===== config.mk =====
export PLATFORM = sky130hd
export DESIGN_NAME = regfile_wr_ctrl
export DESIGN_NICKNAME = d
export VERILOG_FILES = /design/src/rtl/regfile_ctrl_pkg.sv /design/src/rtl/regfile_wr_ctrl_rr_arb2.sv /design/src/rtl/regfile_wr_ctrl.sv
export SDC_FILE = /design/constraint.sdc
export NUM_CORES = 1
export LEC_CHECK = 0
export ABC_AREA = 0
export CORE_UTILIZATION = 40
export DETAILED_ROUTE_END_ITERATION = 16
export PLACE_DENSITY_LB_ADDON = 0.15
export SYNTH_ARGS = -nofsm -noshare
export SYNTH_HDL_FRONTEND = slang
export SYNTH_HIERARCHICAL = 1
export SYNTH_SLANG_ARGS = --single-unit

===== constraint.sdc =====
create_clock -name clk -period 2.1 [get_ports clk]
set_clock_uncertainty 0.05 [all_clocks]
set_input_delay 0.525 -clock clk [delete_from_list [all_inputs] [get_ports clk]]
set_output_delay 0.525 -clock clk [all_outputs]
set_load 0.03 [all_outputs]

===== src/rtl/regfile_ctrl_pkg.sv =====
// regfile_ctrl_pkg: shared state/requester encodings and default widths for the register-file write controller
package regfile_ctrl_pkg;

    typedef enum logic {
        ST_CLEAR = 1'b0,
        ST_RUN   = 1'b1
    } state_t;

    localparam logic REQ_ALU = 1'b0;
    localparam logic REQ_MEM = 1'b1;

    localparam int DEF_XLEN  = 32;
    localparam int DEF_NREGS = 32;
    localparam int DEF_AW    = $clog2(DEF_NREGS);

endpackage


===== src/rtl/regfile_wr_ctrl_rr_arb2.sv =====
// rr_arb2: two-input round-robin arbiter; on contention the requester that did not win last time is granted
module rr_arb2
    import regfile_ctrl_pkg::*;
(
    input  logic [1:0] req,
    input  logic       ack,
    input  logic       last,
    output logic [1:0] gnt,
    output logic       next_last
);

    always_comb begin
        gnt[REQ_ALU] = req[REQ_ALU] && (!req[REQ_MEM] || last == REQ_MEM);
        gnt[REQ_MEM] = req[REQ_MEM] && (!req[REQ_ALU] || last == REQ_ALU);
        next_last    = (ack && |gnt) ? (gnt[REQ_MEM] ? REQ_MEM : REQ_ALU) : last;
    end

endmodule


===== src/rtl/regfile_wr_ctrl.sv =====
// regfile_wr_ctrl: clears every register after reset, then shares the single write port between ALU and load writeback
module regfile_wr_ctrl
    import regfile_ctrl_pkg::*;
#(
    parameter int XLEN           = DEF_XLEN,
    parameter int NREGS          = DEF_NREGS,
    parameter int AW             = DEF_AW,
    parameter bit CLEAR_ON_RESET = 1'b1
) (
    input  logic            clk,
    input  logic            rst,
    input  logic            alu_valid,
    input  logic [AW-1:0]   alu_rd,
    input  logic [XLEN-1:0] alu_data,
    output logic            alu_ready,
    input  logic            mem_valid,
    input  logic [AW-1:0]   mem_rd,
    input  logic [XLEN-1:0] mem_data,
    output logic            mem_ready,
    output logic            rf_we,
    output logic [AW-1:0]   rf_a3,
    output logic [XLEN-1:0] rf_wd,
    output logic            busy
);

    localparam state_t RST_STATE = state_t'(CLEAR_ON_RESET ? ST_CLEAR : ST_RUN);

    state_t          state, state_nxt;
    logic [AW-1:0]   cnt;
    logic            last, next_last;
    logic [1:0]      gnt;
    logic            run, accept;
    logic [AW-1:0]   sel_rd;
    logic [XLEN-1:0] sel_data;

    rr_arb2 u_arb (
        .req      ({mem_valid, alu_valid}),
        .ack      (run),
        .last     (last),
        .gnt      (gnt),
        .next_last(next_last)
    );

    always_comb begin
        run       = state == ST_RUN;
        busy      = !run;
        alu_ready = run && gnt[REQ_ALU];
        mem_ready = run && gnt[REQ_MEM];
        accept    = run && |gnt;
        sel_rd    = gnt[REQ_MEM] ? mem_rd : alu_rd;
        sel_data  = gnt[REQ_MEM] ? mem_data : alu_data;
        state_nxt = (!run && cnt == AW'(NREGS - 1)) ? ST_RUN : state;
    end

    always_ff @(posedge clk or posedge rst) begin
        if (rst) begin
            state <= RST_STATE;
            cnt   <= '0;
            last  <= REQ_MEM;
            rf_we <= 1'b0;
            rf_a3 <= '0;
            rf_wd <= '0;
        end else begin
            state <= state_nxt;
            last  <= next_last;
            if (!run) begin
                rf_we <= 1'b1;
                rf_a3 <= cnt;
                rf_wd <= '0;
                cnt   <= cnt + AW'(1);
            end else begin
                // x0 writes are consumed but never reach the register file
                rf_we <= accept && sel_rd != '0;
                if (accept) begin
                    rf_a3 <= sel_rd;
                    rf_wd <= sel_data;
                end
            end
        end
    end

endmodule


; After elaboration in Yosys (flattened, before gate mapping)
; Cells that the tools add are included.
[totals]
register_bits = 45
input_bits = 78
output_inout_bits = 41
word_cells = 32
[op_classes]
add_sub_neg = 1
eq_ne = 2
n_mux = 8
bitwise = 1
reduce_logical = 14
[ops]
columns = operator, count
row1 = 2-to-1 mux 32 bit, 3
row2 = 2-to-1 mux 5 bit, 3
row3 = logical AND 1 bit, 7
row4 = adder 5 x 1 -> 5 bit (second input constant), 1
row5 = == test 5 bit (second input constant), 1
row6 = nonzero test 5 bit, 1
row7 = zero test 1 bit, 3
row8 = logical OR 1 bit, 2
row9 = 2-to-1 mux 1 bit, 2
row10 = inequality test 2 x 1 -> 1 bit (second input constant), 1
row11 = OR reduction 2 bit, 1
row12 = NOT 1 bit, 1

; Logic depth before layout (Yosys ltp)
; Gate-level depths: netlist of run 1.
[logic_depth]
depth_word = 7
depth_mapped = 7
mapped_depth_nobuf = 5

; Hierarchy
; The synthesis of run 1 kept the hierarchy.
[modules_own_cells]
columns = mod, n_inst, cells_per_inst, area_per_inst_um2, seq_area_each_um2
row1 = regfile_wr_ctrl, 1, 197, 2346.0, 1127.3
row2 = rr_arb2, 1, 5, 30.0, 0.0

; Least setup slack after synthesis of run 1
; OpenSTA, ideal clock, no wires.
[synth_path]
path_kind = input port to output port
start = in mem_valid
end = out mem_ready
arrival_time_ps = 1470
required_time_ps = 1525
setup_slack_ps = 55
path_stages = 4
n_path_buf = 2
path_cell_list = a21boi_0 > buf_2 > buf_2 > and2_1
[synth_between]
elab_chain_len = 2
[synth_lines]
columns = element, line
row1 = start: declaration, regfile_wr_ctrl.sv:16  ; input logic mem_valid,
row2 = logical AND 1 bit, regfile_wr_ctrl_rr_arb2.sv:14  ; gnt[REQ_MEM] = req[REQ_MEM] && (!req[REQ_ALU] || last == REQ_ALU);
row3 = logical AND 1 bit, regfile_wr_ctrl.sv:48  ; mem_ready = run && gnt[REQ_MEM];
row4 = end: declaration, regfile_wr_ctrl.sv:19  ; output logic mem_ready,
; No other way between the ends.

; Worst setup path after layout of run 1
[layout_path]
start = reg state, in the netlist run
end = out busy
[layout_between]
elab_chain_len = 1
[layout_lines]
columns = element, line
row1 = start: declaration, regfile_wr_ctrl.sv:28  ; state_t state, state_nxt;
row2 = start signal: assignment, regfile_wr_ctrl.sv:64  ; state <= state_nxt;
row3 = zero test 1 bit, n/a
row4 = end: declaration, regfile_wr_ctrl.sv:23  ; output logic busy
; No other way between the ends.

==> results of run 1 <==
## cell type report
cell class / instances / area [sq um]
timing repair buffer: 131 / 1310
sequential: 45 / 1130
fill: 463 / 1750
inverter: 3 / 11.3
clock buffer: 5 / 68.8
tap: 72 / 90.1
multi-input combinational: 141 / 1190
clock inverter: 3 / 65.1
## layer usage
layer	GRT usage	vias to the layer above
li1	-	941
met1	0.244	936
met2	0.331	78
met3	0.0402	4
met4	0.0618	0
met5	0	-
## logic make-up after synthesis
family	after synthesis	share of synthesized area
AND/OR/NAND/NOR	49	0.0885
adder cells (fa/ha/maj)	2	0.0105
flip-flops	45	0.474
AO/OA/AOI/OAI	12	0.0305
multiplexers	75	0.347
buffers and inverters	16	0.0379
XOR/XNOR	3	0.0111
## what timing repair did
item                                   in CTS  in global routing
setup buffers                               0                  1
setup endpoints to repair                   2                  2
pin swaps                                   0                  1
resized for setup                           3                  4
endpoints found under the hold margin       0                  0
## state kept, by name, indices dropped and copies added, names as in the netlist
register,cells
last,1
rf_we,1
rf_a3,5
cnt,5
run,1
rf_wd,32
## critical path, cell delays in order (launching register included)
cell and delay, ns:
sky130_fd_sc_hd__dfrtp_1 0.39, sky130_fd_sc_hd__clkinv_1 0.06, sky130_fd_sc_hd__clkdlybuf4s50_1 0.67
## layout by cell type, fill, tap and decap left out, types with 2 or more instances in the layout
| master | netlist | routed |
|---|---|---|
| sky130_fd_sc_hd__buf_4 | 1 | 10 |
| sky130_fd_sc_hd__bufinv_16 | 0 | 2 |
| sky130_fd_sc_hd__clkdlybuf4s50_1 | 0 | 114 |
| sky130_fd_sc_hd__mux2_2 | 31 | 31 |
| sky130_fd_sc_hd__clkbuf_8 | 0 | 5 |
| sky130_fd_sc_hd__buf_6 | 2 | 3 |
| sky130_fd_sc_hd__dfrtp_1 | 44 | 44 |
| sky130_fd_sc_hd__ha_1 | 2 | 2 |
| sky130_fd_sc_hd__xnor2_1 | 3 | 3 |
| sky130_fd_sc_hd__o21ai_0 | 5 | 5 |
| sky130_fd_sc_hd__mux2_4 | 7 | 7 |
| sky130_fd_sc_hd__nand2_1 | 6 | 6 |
| sky130_fd_sc_hd__nor2_1 | 33 | 33 |
| sky130_fd_sc_hd__buf_12 | 0 | 2 |
| sky130_fd_sc_hd__a21boi_4 | 0 | 2 |
| sky130_fd_sc_hd__mux2i_1 | 37 | 37 |
| sky130_fd_sc_hd__and2_4 | 0 | 2 |
## worst max path at each step
stage                    start               endpoint  slack (ns)  cells after the start
6_report       run$_DFFE_PP0P_                   busy        0.11                      2
5_1_grt         last$_DFF_PP1_              alu_ready        0.05                      4
4_1_cts              alu_valid              mem_ready      -0.003                      5
3_5_place_dp         mem_valid  rf_wd[20]$_DFFE_PP0P_       -0.16                      6
3_3_place_gp         mem_valid  rf_wd[27]$_DFFE_PP0P_       -0.11                      6
2_1_floorplan        mem_valid              mem_ready        0.05                      4
## power breakdown
group | total [mW] | switching [mW] | internal (mW)
clock network | 0.763 | 0.291 | 0.473
registers | 1.06 | 0.0686 | 0.990
logic | 1.07 | 0.504 | 0.564
==> impl_metrics.sql, run 1 <==
INSERT INTO impl_metrics (metric_group, metric, value, unit) VALUES
('floorplan', 'rows', '27', ''),
('clocking', 'worst_setup_hold_path_clk_slew', '0.08', 'ns'),
('synth', 'yosys.area.top_type', 'sky130_fd_sc_hd__dfrtp_1', ''),
('grt', 'grt_use_total', '0.194', ''),
('grt', 'grt-ovfl-total', '0', ''),
('synth', 'postSynth.asyncResetShare', '1.00', ''),
('route', 'detail-route-antenna-nets', '0', ''),
('cells_and_area', 'layout.cells.non_filler', '400', ''),
('setup_path', 'worst-endpoint-arrival', '1.42', 'ns'),
('route', 'drt-vias-per-instance', '4.90', ''),
('pwr', 'pwr_density_cell', '749', 'nW/um^2'),
('place', 'place_ws', '-0.162', 'ns'),
('setup_path', 'timing.critical_path.fanout_max', '2', ''),
('route', 'routedWlPerCell', '14.5', 'um'),
('cells_and_area', 'final_area', '3860', 'sq um'),
('synth', 'synthesis.instances', '202', ''),
('clocking', 'cts_buffer_depth', '2', ''),
('route', 'wl_met3', '439', 'um'),
('synth', 'synth_enable_flop_cells', '0', ''),
('pwr', 'p_total', '2.89', 'mW'),
('cells_and_area', 'nNetsFinal', '407', ''),
('timing', 'rsz0062_at_grt', 'false', ''),
('cells_and_area', 'drive_above_1_share', '0.207', ''),
('pwr', 'ir_drop', '428', 'uV'),
('timing', 'finalCritPeriodShare', '0.949', ''),
('pwr', 'cellLeakagePower', '1.70', 'nW'),
('cells_and_area', 'finish.utilization', '0.688', ''),
('timing', 'setup_total_negative_slack', '0', 'ns'),
('route', 'met1_length', '2540', 'um'),
('flow_run', 'max_cap_violations', '0', ''),
('timing', 'final_critical_path_setup_slack', '0.107', 'ns'),
('synth', 'number_of_storage_elements_in_the_synthesis_netlist', '45', ''),
('synth', 'ys.warnings.count', '6', ''),
('floorplan', 'io-pin-count', '119', ''),
('clocking', 'cts_made_buffers', '5', ''),
('clocking', 'cts_tree', 'built', ''),
('route', 'top_signal_layer_used', 'met4', ''),
('floorplan', 'placeable_core_area', '5610', 'sq um'),
('synth', 'netlist_area', '2380', 'sq um'),
('grt', 'grt_pass1_wl', '9500', 'um'),
('setup_path', 'cp-end-kind', 'output pin', ''),
('setup_path', 'worst-endpoint-required', '1.52', 'ns'),
('timing', 'final-max-slew-violation-count', '0', ''),
('route', 'dr_total_vias', '1959', ''),
('route', 'drt_pass1_iterations', '4', ''),
('route', 'detailroute.wirelength.met2', '2790', 'um'),
('clocking', 'htree_levels', '2', ''),
('setup_path', 'criticalPathCategory', 'reg2out', ''),
('place', 'gpl.final_weighted_congestion', '0.751', ''),
('status', 'outcome', 'finished, final reports clean', ''),
('timing', 'hold_ws', '0.456', 'ns'),
('synth', 'mappedNetlistNets', '282', ''),
('cells_and_area', 'insertedDiodeCount', '0', ''),
('clocking', 'insertion_delay', '0.29', 'ns'),
('timing', 'worst_pin_slew', '0.364', 'ns'),
('synth', 'postSynthAreaPerCell', '11.8', 'sq um'),
('clocking', 'clk_root_buffer_cell', 'sky130_fd_sc_hd__clkbuf_8', ''),
('setup_path', 'reg2reg_slack', '0.26', 'ns'),
('place', 'instance_area_at_placement', '3700', 'sq um'),
('setup_path', 'worstReg2RegStart', 'last$_DFF_PP1_', ''),
('min_path', 'holdPathStages', '1', ''),
('synth', 'synth_most_common_cell', 'sky130_fd_sc_hd__dfrtp_1', ''),
('setup_path', 'worst_r2r_path_depth', '6', ''),
('synth', 'synth_ff_type', 'sky130_fd_sc_hd__dfrtp_1', ''),
('min_path', 'worst_hold_startpoint', 'cnt[0]$_DFFE_PP0N_', ''),
('timing', 'report.final.setup_viol', '0', ''),
('setup_path', 'startpoint_type', 'flop', ''),
('floorplan', 'floorplan.die.width', '79.1', 'um'),
('timing', 'clock.fmax', '502', 'MHz'),
('setup_path', 'regToRegEndpoint', 'rf_wd[18]$_DFFE_PP0P_', ''),
('place', 'dpl.hpwl', '4350', 'um');
Power figures use the tool's default switching activity.
==> inputs of run 2 (changes only) <==
--- a/config.mk
+++ b/config.mk
@@ -6,10 +6,9 @@
 export NUM_CORES = 1
 export LEC_CHECK = 0
 export ABC_AREA = 0
-export CORE_UTILIZATION = 40
+export CORE_UTILIZATION = 39
 export DETAILED_ROUTE_END_ITERATION = 16
 export PLACE_DENSITY_LB_ADDON = 0.15
 export SYNTH_ARGS = -nofsm -noshare
 export SYNTH_HDL_FRONTEND = slang
-export SYNTH_HIERARCHICAL = 1
 export SYNTH_SLANG_ARGS = --single-unit
==> impl_metrics.sql, run 2 <==
INSERT INTO impl_metrics (metric_group, metric, value, unit) VALUES
('synth', 'postSynth.asyncResetShare', '1.00', ''),
('place', 'portBuffers', '118', ''),
('setup_path', 'timing.critical_path.fanout_max', '4', ''),
('cells_and_area', 'max_reg_flops', '32', ''),
('setup_path', 'worst-endpoint-required', '1.52', 'ns'),
('clocking', 'clock_sink_count', '45', ''),
('route', 'drt_pass1_iterations', '4', ''),
('floorplan', 'io-pin-count', '119', ''),
('synth', 'synth_top_cells_by_count', '44 x sky130_fd_sc_hd__dfrtp_1, 35 x sky130_fd_sc_hd__nand2_1, 34 x sky130_fd_sc_hd__mux2i_1', ''),
('synth', 'mappedNetlistNets', '285', ''),
('synth', 'synthesis.instances', '205', ''),
('cells_and_area', 'nNetsFinal', '408', ''),
('synth', 'ys.warnings.count', '0', ''),
('grt', 'first_global_vias', '2001', ''),
('timing', 'finalCritPeriodShare', '0.971', ''),
('cells_and_area', 'largest_register', 'rf_wd', ''),
('status', 'outcome', 'finished, final reports clean', ''),
('floorplan', 'start_util', '0.417', ''),
('timing', 'rsz0062_at_grt', 'false', ''),
('setup_path', 'worst_r2r_path_depth', '4', ''),
('synth', 'synth_top_cells_by_area', 'sky130_fd_sc_hd__dfrtp_1 50%, sky130_fd_sc_hd__mux2i_1 16%, sky130_fd_sc_hd__o21ai_0 7.6%', ''),
('clocking', 'cts_buffer_depth', '2', ''),
('floorplan', 'rows', '26', ''),
('floorplan', 'placeable_core_area', '5240', 'sq um'),
('clocking', 'post_cts.repair.setup_buffers', '0', ''),
('setup_path', 'criticalPathCategory', 'in2out', ''),
('timing', 'report.final.setup_viol', '0', ''),
('synth', 'synth_ff_type', 'sky130_fd_sc_hd__dfrtp_1', ''),
('timing', 'clock.fmax', '491', 'MHz'),
('floorplan', 'die_area', '5900', 'sq um'),
('setup_path', 'startpoint_type', 'input port', ''),
('synth', 'yosys.area.top_type', 'sky130_fd_sc_hd__dfrtp_1', ''),
('grt', 'grt_start_max_net_pins', '25', ''),
('route', 'dr_total_vias', '1961', ''),
('cells_and_area', 'drive_above_1_share', '0.104', ''),
('clocking', 'ctsHoldBuffers', '0', ''),
('pwr', 'ir_drop', '298', 'uV'),
('min_path', 'whs_endpoint', 'rf_wd[13]$_DFFE_PP0P_', ''),
('cells_and_area', 'mostFrequentLayoutCell', 'sky130_fd_sc_hd__clkdlybuf4s50_1', ''),
('timing', 'hold_ws', '0.429', 'ns'),
('route', 'detail_route.iter0.violations', '96', ''),
('floorplan', 'die-height', '76.8', 'um'),
('cells_and_area', 'most-common-layout-cells', '114 x sky130_fd_sc_hd__clkdlybuf4s50_1, 44 x sky130_fd_sc_hd__dfrtp_1, 35 x sky130_fd_sc_hd__nand2_1', ''),
('setup_path', 'worst-endpoint-arrival', '1.46', 'ns'),
('flow_run', 'max_cap_violations', '0', ''),
('route', 'drt_wl_total', '5670', 'um'),
('synth', 'postSynthAreaPerCell', '10.7', 'sq um'),
('synth', 'number_of_storage_elements_in_the_synthesis_netlist', '45', ''),
('cells_and_area', 'nFillCells', '432', ''),
('setup_path', 'cp-end-kind', 'output pin', ''),
('clocking', 'worst_setup_hold_path_clk_slew', '0.07', 'ns'),
('cells_and_area', 'insertedDiodeCount', '0', ''),
('synth', 'synth_most_common_cell', 'sky130_fd_sc_hd__dfrtp_1', ''),
('setup_path', 'worstReg2RegStart', 'last$_DFFE_PP1P_', ''),
('grt', 'number_of_antenna_violations_at_the_first_check_in_global_routing', '0', ''),
('timing', 'hold_viol', '0', ''),
('cells_and_area', 'flow.area_growth_from_synthesis', '64.8', '%'),
('clocking', 'htree_levels', '2', ''),
('place', 'gpl.final_weighted_congestion', '0.763', ''),
('grt', 'grt-ovfl-total', '0', ''),
('timing', 'maxSlewHeadroom', '0.748', ''),
('route', 'routedWlPerCell', '14.2', 'um'),
('route', 'detail-route-antenna-nets', '0', ''),
('pwr', 'p_total', '2.28', 'mW'),
('synth', 'netlist_area', '2180', 'sq um'),
('setup_path', 'regToRegEndpoint', 'rf_wd[21]$_DFFE_PP0P_', ''),
('timing', 'final_period_minus_worst_setup_slack', '2.04', 'ns'),
('route', 'post_detailed_route_drc_marker_count', '0', ''),
('synth', 'synth_enable_flop_cells', '0', ''),
('synth', 'synth_cell_type_count', '35', ''),
('setup_path', 'crit_path_start', 'alu_valid', ''),
('min_path', 'worst_hold_startpoint', 'rf_wd[13]$_DFFE_PP0P_', ''),
('synth', 'synth_top_cell_area_share', '0.504', ''),
('timing', 'worst_pin_slew', '0.377', 'ns'),
('min_path', 'holdPathStages', '2', ''),
('pwr', 'cellLeakagePower', '1.59', 'nW'),
('route', 'drt-vias-per-instance', '4.93', ''),
('synth', 'synth_sequential_area_ratio', '0.516', ''),
('grt', 'grt_use_total', '0.199', ''),
('pwr', 'pwr_density_cell', '634', 'nW/um^2'),
('cells_and_area', 'top_regs', 'rf_wd: 32 flops, cnt: 5 flops, rf_a3: 5 flops', ''),
('clocking', 'clk_root_buffer_cell', 'sky130_fd_sc_hd__clkbuf_8', ''),
('clocking', 'cts_made_buffers', '5', ''),
('min_path', 'worst_hold_path_type', 'reg2reg', ''),
('place', 'dpl.hpwl', '4380', 'um'),
('clocking', 'insertion_delay', '0.28', 'ns'),
('clocking', 'cts_tree', 'built', ''),
('grt', 'grt_pass1_wl', '9320', 'um'),
('floorplan', 'floorplan.die.width', '76.8', 'um'),
('setup_path', 'reg2reg_slack', '0.51', 'ns'),
('timing', 'final-max-slew-violation-count', '0', '');
-- run 2: per-stage QoR --
stage               instance area [sq um]  setup WS (ns)   util  TNS (ns)  std cells
floorplan                            2190         0.0840      -         0        205
global placement                     3500        0.00210  0.668         0        391
detailed placement                   3500        -0.0401  0.668    -0.210        391
CTS                                  3590        0.00488  0.686         0        398
global route                         3600         0.0193  0.687         0        398
finish                               3600         0.0619  0.687         0        398
-- run 2: worst max-delay path by stage --
stage | end | slack [ns] | cells after the start
floorplan | mem_ready | 0.08 | 6
global placement | mem_ready | 0.002 | 4
detailed placement | rf_wd[21]$_DFFE_PP0P_ | -0.04 | 5
CTS | mem_ready | 0.005 | 4
global route | mem_ready | 0.02 | 4
finish | mem_ready | 0.06 | 4
-- run 2: metal layers --
layer  global-route usage  part of all wire
met2                0.351              0.49
met1                0.238              0.43
met3               0.0452             0.064
met5                    0                 0
met4               0.0673             0.017
-- run 2: cell families (layout without fill, tap and decap cells) --
group / Yosys count / after routing / synth area share
compound gates: 45 / 45 / 0.121
buf+inv: 19 / 142 / 0.0527
xor+xnor: 3 / 3 / 0.0120
simple gates: 53 / 53 / 0.108
fa+ha+maj: 2 / 2 / 0.0115
flops: 45 / 45 / 0.516
mux: 38 / 38 / 0.178
-- run 2: layout make-up --
cell class | count | area (sq um) | area share
tap | 70 | 87.6 | 0.0243
inverter | 4 | 15.0 | 0.00417
multi-input combinational | 141 | 965 | 0.268
clock buffer | 7 | 86.3 | 0.0240
sequential | 45 | 1130 | 0.313
timing repair buffer | 131 | 1320 | 0.366
-- run 2: power by group --
part | switching (mW) | internal (mW)
sequential | 0.0449 | 0.954
clock | 0.264 | 0.261
combinational | 0.374 | 0.381
-- run 2: repair_timing --
action,CTS,global route
pin swaps,0,0
gates resized for setup,3,1
endpoints found under the setup margin,2,2
-- run 2: worst max-delay path: stages --
cell and delay [ns]:
sky130_fd_sc_hd__clkdlybuf4s50_1 0.46, sky130_fd_sc_hd__a21bo_4 0.27, sky130_fd_sc_hd__nor2_4 0.08, sky130_fd_sc_hd__buf_6 0.13
==> RTL edit 1: new RTL, flow settings as in run 1 <==
The package constant `DEF_NREGS` goes from 32 to 64.
--- a/src/rtl/regfile_ctrl_pkg.sv
+++ b/src/rtl/regfile_ctrl_pkg.sv
@@ -11,5 +11,5 @@
 
     localparam int DEF_XLEN  = 32;
-    localparam int DEF_NREGS = 32;
+    localparam int DEF_NREGS = 64;
     localparam int DEF_AW    = $clog2(DEF_NREGS);
 
Ports: changed (resized alu_rd, mem_rd and rf_a3); port bits go from 119 to 122. The function was not compared with the original's and may differ.
==> RTL edit 1 against run 1 <==
Wire length rose by 5.6%; design area rose by 2.5%; count of clock-buffer cells in the layout up 3; sequential cell count up 2; setup slack better by 0.043 ns; highest routed layer unchanged; largest cell class unchanged; critical endpoint is now alu_ready; first-iteration DRC count is 28% higher; synthesized cell count grew 5.4%; synthesized area up 4.4%; critical path depth grew 2.
Power is not compared: it rests on default switching activity, and its combinational part moved more than twofold at a synthesized area within 25%.
==> RTL edit 1: results (changes against run 1) <==
status=finished clean; most common cell in the netlist=dfrtp_1; Reg-to-Reg Start=last; Async S/R FF share, synth=100% (unchanged); mux contribution to synthesized area=32.7% (-2.0 points); maximum clock path buffer count=2 (unchanged); Post-Synth XOR/XNOR Area=1.77% (+0.66 points); Num CTS Buffers=5 (unchanged); Largest regs=rf_wd (32), cnt (6), rf_a3 (6); pin count of the biggest net entering global routing=27 (-41%); register clock-pin slew on the reported worst setup and hold paths=0.09 ns; worst hold slack=0.450 ns (-0.00567 ns); Syn Nets=294 (+4.3%); setup bufs post-CTS=2 (+2); Routed Wire Length=6140 um (+5.6%); r2r worst-path depth=7 (+1); Synth Area in Compound Gates=3.18% (+0.12 points); crit path max-delay cell type=dfstp_2; Nets=425 (+4.4%); ANT cells=0 (unchanged); min-delay worst type=input port to asynchronous set/reset pin; initial DRC count=88 (+28%); H-tree lvl count=2 (unchanged); synth cell count leaders=46 x dfrtp_1, 38 x mux2i_1, 37 x mux2_2, 33 x nor2_1, 9 x nand2_1; synth warn=6 (unchanged); Slew Limit Headroom=76.3% (+0.60 points); critical-path maximum fanout=4 (+2); post-cts sizing count=2 (-1); FF-to-FF End=rf_wd[31]; Critical Path Max Stage Delay=0.58 ns (-0.09 ns); Arr. time, crit path=1.38 ns (-0.04 ns); # port buffers=121 (+2.5%); sequential area share after synthesis=47.5% (about the same); Worst-Skew Late Latency=approximately 0.3 ns; synth top area cells=dfrtp_1 46%, mux2_2 17%, mux2i_1 15%, nor2_1 5.0%, buf_6 2.3%; CP top delay family=flip-flops; DP Wirelength=4590 um (+5.5%); vias in the first global route=2019 (-1.8%); First-pass DRT Iterations=6 (+2); Worst R2R Setup Slack=0.25 ns; Vias/cell=4.88 (-0.39%); Final GP Congestion=0.753 (+0.25%); GRT Total Usage=19.7% (+0.27 points); worst vdd ir=0.311 mV; fillcell total=491 (+6.0%); Post-synth EDFFs=0 (unchanged); post-synthesis cell type count=31 (-6.1%); fraction of layout cells with a size suffix above 1=20.3% (-0.44 points); Adder-Cell Fraction of Synth Area=0.505% (-0.55 points); first-pass GRT wire length=9570 um (+0.73%)
-- RTL edit 1: changes by cell type after synthesis, sizes merged, moves of 2 or more --
cell           run 1  this run
buf                9        12
nand2              6         9
clkbuf             4         2
dfrtp             44        46
nand4b             0         2
-- RTL edit 1: stage by stage --
stage	cells	TNS [ns]	worst slack (ns)	utilization, %	instance area, sq um
2_1_floorplan	213	0	0.104	-	2480
3_3_place_gp	410	-6.01	-0.182	64.5	3840
3_5_place_dp	410	-8.03	-0.242	64.5	3840
4_1_cts	420	0	0.145	66.4	3960
5_1_grt	420	0	0.115	66.4	3960
6_report	420	0	0.150	66.4	3960
-- RTL edit 1: worst reg2reg max path, cell delays in order, from the launching register on --
cell	delay, ns
dfstp_2	0.58
inv_1	0.08
a21boi_4	0.13
buf_4	0.15
buf_12	0.19
mux2_2	0.36
mux2i_1	0.14
nor2_1	0.06
-- RTL edit 1: metal layers --
layer  part of all wire (%)  global-route usage, %  wire [um]  up-vias
li1                       -                      -          -     1003
met1                     44                   24.7       2700      970
met2                     48                   33.6       2970       67
met3                    6.0                   3.60        366        9
met4                    1.7                   7.32        106        0
met5                      0                      0          0        -
-- RTL edit 1: report_power, final --
part           switching (mW)  internal (mW)
Combinational           0.107          0.217
Clock                   0.295          0.301
Sequential                  0          0.904
Total                   0.402           1.42
-- RTL edit 1: worst max-delay path by stage --
stage | endpoint | slack (ns)
finish | alu_ready | 0.15
global route | alu_ready | 0.11
CTS | alu_ready | 0.15
detailed placement | rf_wd[10] | -0.24
global placement | rf_wd[25] | -0.18
floorplan | mem_ready | 0.10
-- RTL edit 1: area by class of cell --
class / instances / area share (%)
Clock buffer: 8 / 2.53
Tap cell: 75 / 2.37
Sequential cell: 47 / 29.8
Timing Repair Buffer: 138 / 34.5
Inverter: 3 / 0.285
Multi-Input combinational cell: 149 / 30.5
==> RTL edit 2: new RTL, flow settings as in run 1 <==
Without the edit above. Reset style: synchronous (`rst`), changed in one clocked block.
--- a/src/rtl/regfile_wr_ctrl.sv
+++ b/src/rtl/regfile_wr_ctrl.sv
@@ -53,5 +53,5 @@
     end
 
-    always_ff @(posedge clk or posedge rst) begin
+    always_ff @(posedge clk) begin
         if (rst) begin
             state <= RST_STATE;
Behaviour: differs if rst is asserted again (counterexample within 4 cycles, from zero or initial values and one cycle with rst high); with rst held inactive, the same outputs for 10 cycles.
==> RTL edit 2 against run 1 <==
Design area fell by 8.4%; non-clock buffer count grew 3; register-to-register slack gained 0.21 ns; setup slack better by 0.089 ns; sequential cell count did not move; cell count rose by 3.3%; synthesized area is 9.4% lower; wire length fell by 6.4%; critical endpoint is now alu_ready; highest routed layer unchanged.
Power is not compared: it rests on default switching activity, and its combinational part moved more than twofold at a synthesized area within 25%.
==> RTL edit 2: results (changes against run 1) <==
Nets=422 (+3.7%); Arr. time, crit path=1.33 ns (-0.09 ns); met1 WL=2250 um (-12%); status=finished clean; placed instance count=404 (+3.3%); post-synthesis cell type count=37 (+12%); fraction of layout cells with a size suffix above 1=12.5% (-8.2 points); Final GP Congestion=0.742 (-1.3%); Slew Limit Headroom=73.3% (-2.4 points); pin count of the biggest net entering global routing=43 (-6.5%); fillcell total=458 (-1.1%); worst slack, placed=-0.141 ns (+0.0214 ns); routed vias=2026 (+3.4%); initial DRC count=54 (-22%); critical-path maximum fanout=3 (+1); DP Wirelength=4080 um (-6.2%); WL/cell=13.2 um (-9.4%); Vias/cell=4.91 (+0.16%); sequential area share after synthesis=41.9% (-5.6 points); WL met2=2730 um (-2.1%); Mean Syn Cell Area=9.87 sq um (-16%); vias in the first global route=1913 (-7.0%); GRT Total Usage=19.7% (+0.35 points); synth top area cells=dfxtp_1 42%, mux2i_1 16%, nor2_1 7.2%, a211oi_1 7.0%, a211oi_2 7.0%; synth cell count leaders=45 x dfxtp_1, 41 x nor2_1, 35 x mux2i_1, 20 x a211oi_1, 12 x a211oi_2; Syn Nets=298 (+5.7%)
[RTL edit 2: kinds of logic after synthesis]
logic type      Yosys count  share of synthesized area [%]
compound gates           54                           20.8
xor+xnor                  3                           1.22
fa+ha+maj                 2                           1.16
buf+inv                  19                           5.64
flops                    45                           41.9
mux                      35                           16.3
simple gates             60                           13.0
[RTL edit 2: cell type report]
cell class / instances / area (sq um) / share of cell area [%]
timing repair buffer: 134 / 1310 / 37.1
multi-input combinational: 154 / 1150 / 32.4
sequential: 45 / 901 / 25.5
tap: 70 / 87.6 / 2.48
clock buffer: 6 / 72.6 / 2.05
clock inverter: 2 / 10.0 / 0.283
inverter: 2 / 7.51 / 0.212
[RTL edit 2: power by group through the flow]
stage                     logic (mW)  clock network (mW)  registers (mW)
final                          0.274               0.520           0.869
after global routing           0.297               0.573           0.871
after CTS                      0.277               0.532           0.869
after detailed placement       0.274                   0           0.890
after global placement         0.272                   0           0.889
after floorplan               0.0889                   0           0.896
[RTL edit 2: final timing paths]
kind	from	endpoint	slack, ns	cells after the start
setup / recovery	mem_valid	alu_ready	0.20	5
hold / removal	rf_a3[0]	rf_a3[0]	0.40	2
setup reg to reg	last	rf_a3[0]	0.47	6
hold reg to reg	rf_a3[0]	rf_a3[0]	0.40	2
[RTL edit 2: repair_timing]
item                                    in CTS  in global routing
setup buffers                                1                  0
pin swaps                                    1                  0
cloned                                       0                  0
gates resized for setup                      4                  1
endpoints found under the setup margin       2                  1
[RTL edit 2: worst max-delay path, stage by stage]
cell,delay (ns)
dlygate4sd2_1,0.24
buf_4,0.13
a21boi_2,0.15
and2_1,0.15
buf_6,0.13
[RTL edit 2: metal layers]
metal / global-route usage (%) / vias up
met5: 0 / -
met4: 7.00 / 0
met3: 8.33 / 6
met2: 32.3 / 68
met1: 23.2 / 918
li1: - / 1034
